## config.mk

```make
export PLATFORM = sky130hd
export DESIGN_NAME = rx_ctrl
export DESIGN_NICKNAME = d
export VERILOG_FILES = /design/src/rtl/rx_ctrl.sv
export SDC_FILE = /design/constraint.sdc
export NUM_CORES = 1
export LEC_CHECK = 0
export ABC_AREA = 1
export BUFFER_PORTS_ARGS = -buffer_cell sky130_fd_sc_hd__buf_2
export CAP_MARGIN = 20
export CELL_PAD_IN_SITES_DETAIL_PLACEMENT = 0
export CELL_PAD_IN_SITES_GLOBAL_PLACEMENT = 2
export CORE_MARGIN = 2
export CORE_UTILIZATION = 41
export DETAILED_ROUTE_END_ITERATION = 6
export PLACE_DENSITY_LB_ADDON = 0.1
export SLEW_MARGIN = 20
export SYNTH_ARGS = -nofsm -noshare
export SYNTH_HDL_FRONTEND = slang
export SYNTH_SLANG_ARGS = --single-unit
```

## constraint.sdc

```tcl
create_clock -name clk_i -period 3.7 [get_ports clk_i]
set_input_delay 0.185 -clock clk_i [delete_from_list [all_inputs] [get_ports clk_i]]
set_output_delay 0.185 -clock clk_i [all_outputs]
set_load 0.02 [all_outputs]
```

## src/rtl/rx_ctrl.sv

```systemverilog
// Control/buffering layer in front of rx_module: deferred config apply,
// rx_done edge to FIFO push, show-ahead receive FIFO and sticky status.
module rx_ctrl #(
  parameter int MAX_UART_DATA_W  = 8,
  parameter int TOTAL_CONF_WIDTH = 5,
  parameter int FIFO_DEPTH       = 8,
  parameter int FIFO_PTR_W       = 3
) (
  input  logic                        clk_i,
  input  logic                        rst_i,
  input  logic                        cfg_wr_i,
  input  logic [TOTAL_CONF_WIDTH-1:0] cfg_data_i,
  input  logic                        cfg_en_i,
  output logic                        cfg_pending_o,
  output logic                        cfg_ack_o,
  output logic                        rx_en_o,
  output logic [TOTAL_CONF_WIDTH-1:0] rx_conf_o,
  input  logic                        rx_done_i,
  input  logic                        rx_busy_i,
  input  logic                        rx_parity_err_i,
  input  logic                        rx_stop_err_i,
  input  logic [MAX_UART_DATA_W-1:0]  rx_data_i,
  input  logic                        rd_req_i,
  output logic                        rd_valid_o,
  output logic [MAX_UART_DATA_W-1:0]  rd_data_o,
  output logic [FIFO_PTR_W:0]         fifo_count_o,
  output logic                        fifo_full_o,
  output logic                        overflow_o,
  output logic                        parity_err_o,
  output logic                        stop_err_o,
  input  logic                        clr_err_i
);

  typedef enum logic [1:0] {
    ST_OFF       = 2'd0,
    ST_RUN       = 2'd1,
    ST_WAIT_IDLE = 2'd2,
    ST_APPLY     = 2'd3
  } state_t;

  localparam logic [FIFO_PTR_W:0]   DEPTH_C   = (FIFO_PTR_W+1)'(FIFO_DEPTH);
  localparam logic [FIFO_PTR_W:0]   CNT_ONE_C = (FIFO_PTR_W+1)'(1);
  localparam logic [FIFO_PTR_W-1:0] PTR_ONE_C = FIFO_PTR_W'(1);

  state_t                        state_r, next_state_s;
  logic                          init_done_r;
  logic                          cfg_wr_s;
  logic [TOTAL_CONF_WIDTH-1:0]   shadow_conf_r;
  logic                          shadow_en_r;
  logic [TOTAL_CONF_WIDTH-1:0]   rx_conf_r;
  logic                          rx_en_r, cfg_ack_r, cfg_pending_r;
  logic                          apply_s, pending_next_s;

  logic                          done_d_r;
  logic                          push_s, pop_s, wr_en_s, ovf_set_s;
  logic [MAX_UART_DATA_W-1:0]    mem_r [FIFO_DEPTH];
  logic [FIFO_PTR_W-1:0]         wr_ptr_r, rd_ptr_r;
  logic [FIFO_PTR_W:0]           count_r, count_next_s;
  logic                          rd_valid_r, fifo_full_r;
  logic                          overflow_r, parity_err_r, stop_err_r;

  // A write landing on the first edge after reset release is ignored
  assign cfg_wr_s = cfg_wr_i & init_done_r;

  // Config FSM state register
  always_ff @(posedge clk_i or posedge rst_i) begin
    if (rst_i) state_r <= ST_OFF;
    else       state_r <= next_state_s;
  end

  // Config FSM next-state logic
  always_comb begin
    next_state_s = state_r;
    case (state_r)
      ST_OFF, ST_RUN: begin
        if (cfg_wr_s) next_state_s = ST_WAIT_IDLE;
        else          next_state_s = state_r;
      end
      ST_WAIT_IDLE: begin
        if (!rx_busy_i) next_state_s = ST_APPLY;
        else            next_state_s = ST_WAIT_IDLE;
      end
      // A write during APPLY must still be applied, so go back and wait
      ST_APPLY: begin
        if (cfg_wr_s)         next_state_s = ST_WAIT_IDLE;
        else if (shadow_en_r) next_state_s = ST_RUN;
        else                  next_state_s = ST_OFF;
      end
      default: next_state_s = ST_OFF;
    endcase
  end

  // Config FSM output decode
  always_comb begin
    apply_s        = 1'b0;
    pending_next_s = 1'b0;
    case (state_r)
      ST_APPLY: apply_s = 1'b1;
      default:  apply_s = 1'b0;
    endcase
    case (next_state_s)
      ST_WAIT_IDLE, ST_APPLY: pending_next_s = 1'b1;
      default:                pending_next_s = 1'b0;
    endcase
  end

  // Shadow registers and registered config outputs
  always_ff @(posedge clk_i or posedge rst_i) begin
    if (rst_i) begin
      init_done_r   <= 1'b0;
      shadow_conf_r <= '0;
      shadow_en_r   <= 1'b0;
      rx_conf_r     <= '0;
      rx_en_r       <= 1'b0;
      cfg_ack_r     <= 1'b0;
      cfg_pending_r <= 1'b0;
    end else begin
      init_done_r   <= 1'b1;
      cfg_pending_r <= pending_next_s;
      cfg_ack_r     <= apply_s;
      if (cfg_wr_s) begin
        shadow_conf_r <= cfg_data_i;
        shadow_en_r   <= cfg_en_i;
      end
      if (apply_s) begin
        rx_conf_r <= shadow_conf_r;
        rx_en_r   <= shadow_en_r;
      end
    end
  end

  // FIFO control: a push into a full FIFO only succeeds alongside a pop
  always_comb begin
    push_s    = rx_done_i & ~done_d_r;
    pop_s     = rd_req_i & rd_valid_r;
    wr_en_s   = push_s & (~fifo_full_r | pop_s);
    ovf_set_s = push_s & fifo_full_r & ~pop_s;
    case ({wr_en_s, pop_s})
      2'b10:   count_next_s = count_r + CNT_ONE_C;
      2'b01:   count_next_s = count_r - CNT_ONE_C;
      default: count_next_s = count_r;
    endcase
  end

  // FIFO storage, no reset needed as contents are qualified by rd_valid
  always_ff @(posedge clk_i) begin
    if (wr_en_s) mem_r[wr_ptr_r] <= rx_data_i;
  end

  // FIFO pointers, occupancy, done edge register and sticky flags
  always_ff @(posedge clk_i or posedge rst_i) begin
    if (rst_i) begin
      done_d_r     <= 1'b0;
      wr_ptr_r     <= '0;
      rd_ptr_r     <= '0;
      count_r      <= '0;
      rd_valid_r   <= 1'b0;
      fifo_full_r  <= 1'b0;
      overflow_r   <= 1'b0;
      parity_err_r <= 1'b0;
      stop_err_r   <= 1'b0;
    end else begin
      done_d_r     <= rx_done_i;
      count_r      <= count_next_s;
      rd_valid_r   <= (count_next_s != '0);
      fifo_full_r  <= (count_next_s == DEPTH_C);
      if (wr_en_s) wr_ptr_r <= wr_ptr_r + PTR_ONE_C;
      if (pop_s)   rd_ptr_r <= rd_ptr_r + PTR_ONE_C;
      overflow_r   <= ovf_set_s | (overflow_r & ~clr_err_i);
      parity_err_r <= (push_s & rx_parity_err_i) | (parity_err_r & ~clr_err_i);
      stop_err_r   <= (push_s & rx_stop_err_i) | (stop_err_r & ~clr_err_i);
    end
  end

  assign cfg_pending_o = cfg_pending_r;
  assign cfg_ack_o     = cfg_ack_r;
  assign rx_en_o       = rx_en_r;
  assign rx_conf_o     = rx_conf_r;
  assign rd_valid_o    = rd_valid_r;
  assign rd_data_o     = mem_r[rd_ptr_r];
  assign fifo_count_o  = count_r;
  assign fifo_full_o   = fifo_full_r;
  assign overflow_o    = overflow_r;
  assign parity_err_o  = parity_err_r;
  assign stop_err_o    = stop_err_r;

endmodule

```

==> reports/results.tsv <==
metric	value	unit
Die Wd	102	um
number of flops mapped to enable cells by yosys	64	
minimum clock period	2.35	ns
Die Ht	102	um
Register-to-Register Setup Slack	1.56	ns
commonest cells in the synthesized netlist	nand2_1 (96), edfxtp_1 (64), nor2_1 (48), dfrtp_1 (33)	
GR Util met3	0.0301	
Post-Synthesis Cells	354	
Synth top area share	0.488	
Finished Layout Cells	544	
Post-DRT Antenna Nets	0	
Clk Latency, worst-skew pair	0.36	ns
Yosys cell types	23	
GPL Wtd Cong	0.742	
clock tree buffer depth	2	
cts bufs inserted	9	
Sw Ratio	0.389	
fmax	425	MHz
vias per cell	4.69	
H-tree Lvls	3	
sequential share of the synthesized area	0.698	
Reg power frac	0.423	
synth warn	0	
Clk network pwr share	0.213	
DR WL/cell	14.9	um
status	finished clean	
Area contributors post-synth	edfxtp_1 (49%), dfrtp_1 (21%), nand2_1 (9.2%), nor2_1 (4.6%), o21ai_0 (2.5%)	
Max-slew headroom	0.350	
met1 Usage GRT	0.240	
n_diodes	0	
root buffer cell	clkbuf_8	
Max Cap Viol	0	
largest area contributor in the netlist	edfxtp_1	
layout cells sized above 1	0.186	
largest net degree at the start of global routing	35	
1st-pass router iterations	4	
CP endpoint kind	primary output	
startpoint types	register	
post-layout instance area	0.00452	mm2
nets@finish	438	
WP data arrival	2.17	ns
hpwl dp	5.21	mm
fin crit share	0.636	
LEAKAGE	1.92	nW
DRC violations left	0	
vias in the first global route	2596	
synthesized area	0.00394	mm2
Main synth FF type	edfxtp_1	
Placed Cells incl. Taps	525	
post-synthesis async set-or-reset flop share	0.340	
Fin. Hold Viols	0	
syn avg cell area	11.1	um2
#FFs+latches synth	97	
antenna violations before repair	0	
Int Pwr	2.08	mW
clock skew	0.0119	ns
drt total wl	8.10	mm
area of the core	0.00928	mm2
num rows	35	
dpl ws	1.50	ns
area growth from synthesis to layout	14.9	%
setup tns final	0	ns
RSZ-0062 raised after global routing	false	
first-pass GRT wire length	13.2	mm
Initial Utilization	0.424	
Placed Area	0.00428	mm2
vias	2551	
final setup margin	1.35	ns
met2 Use GR	0.269	
pwr/cell area	753	mW/mm2
Sink Count	97	
I/O Buffers	47	
die area	0.0104	mm2
# setup viols final	0	
max-slew violation count	0	
Worst VDD drop	0.247	mV
Worst-Margin Slew	0.971	ns
most used routing layer	met2	
Req. time, crit path	3.51	ns
Net Sw Power	1.33	mW
initial drt markers	75	
worst hold path class	input port to register	
boundary pin count	48	
Syn Nets	382	
most common cell in the netlist	nand2_1	
Comb pwr share	0.364	
CTS tree	yes	
worst-path fanout max	34	
crit path kind	register to primary output	
Worst-path clk slew	0.10	ns
GRT overflow	0	
overall routing resource usage	0.170	
## power groups by stage
stage,Clock [mW],Sequential (mW),Combinational [mW]
6_report,0.725,1.44,1.24
5_1_grt,0.783,1.46,1.42
4_1_cts,0.736,1.44,1.27
3_5_place_dp,0,1.47,1.26
3_3_place_gp,0,1.46,1.26
2_1_floorplan,0,1.53,0.848
## sequential cells by signal (all words and copies together) (netlist names)
signal and cells:
fifo_full_o 1, rd_valid_o 1, shadow_conf_r 5, overflow_o 1, rd_ptr_r 3, rx_en_o 1
fifo_count_o 4, done_d_r 1, shadow_en_r 1, mem_r 64, wr_ptr_r 3, stop_err_o 1
rx_conf_o 5, parity_err_o 1, init_done_r 1, state_r 2, cfg_pending_o 1, cfg_ack_o 1
## per-stage QoR
step           power [mW]   util  hold WS (ns)
2_1_floorplan        2.38      -         0.216
3_3_place_gp         2.73  0.461         0.302
3_5_place_dp         2.72  0.461         0.301
4_1_cts              3.44  0.487      0.000264
5_1_grt              3.66  0.487       0.00153
6_report             3.40  0.487        0.0126
## layer usage
| layer | share of wire | vias up | wire (um) |
|---|---|---|---|
| met4 | 0.014 | 0 | 114 |
| li1 | - | 1290 | - |
| met3 | 0.035 | 10 | 281 |
| met1 | 0.49 | 1200 | 3970 |
| met2 | 0.46 | 51 | 3730 |
| met5 | 0 | - | 0 |
## worst paths after layout
| path | startpoint | end | depth (start not counted) |
|---|---|---|---|
| hold / removal | cfg_data_i[1] | shadow_conf_r[1] | 3 |
| hold reg to reg | done_d_r | overflow_o | 1 |
| max in group asynchronous | rst_i | parity_err_o | 4 |
| setup reg to reg | done_d_r | mem_r[4][2] | 4 |
| setup / recovery | rd_ptr_r[0] | rd_data_o[3] | 5 |
| min in group asynchronous | rst_i | shadow_conf_r[2] | 4 |
## layout by cell type, fill, tap and decap left out, types with 4 or more instances in the layout
cell type,count
a21oi_1,8
a31oi_1,8
buf_2,47
clkbuf_8,9
dfrtp_1,33
edfxtp_1,64
ha_1,5
inv_1,18
inv_2,4
nand2_1,96
nand3_1,6
nor2_1,48
nor2_2,6
o21ai_0,20
o21ai_1,20
## worst max-delay path, stage by stage (launching register included)
cell and delay [ns]:
dfrtp_1 0.37, buf_4 0.24, inv_2 0.51, o21ai_0 0.23, a31oi_1 0.26, buf_2 0.20
## layout make-up
type / instances / area (um2)
Clock buffer: 10 / 149
Clock inverter: 6 / 62.6
Fill cell: 892 / 4760
Inverter: 23 / 86.3
Multi-Input combinational cell: 226 / 1030
Sequential cell: 97 / 2750
Tap cell: 129 / 161
Timing Repair Buffer: 53 / 288
## cells by family after synthesis
logic type | share of synthesized area
AND/OR/NAND/NOR | 0.158
flip-flops | 0.698
AO/OA/AOI/OAI | 0.0759
buffers and inverters | 0.0407
XOR/XNOR | 0.0111
adder cells (fa/ha/maj) | 0.0159
other | 0.000952
## what timing repair did
item,CTS,global route
resized for setup,0,0
setup buffers,0,0
hold buffers,3,0
hold endpoints to repair,35,0
(Power assumes the default switching activity.)
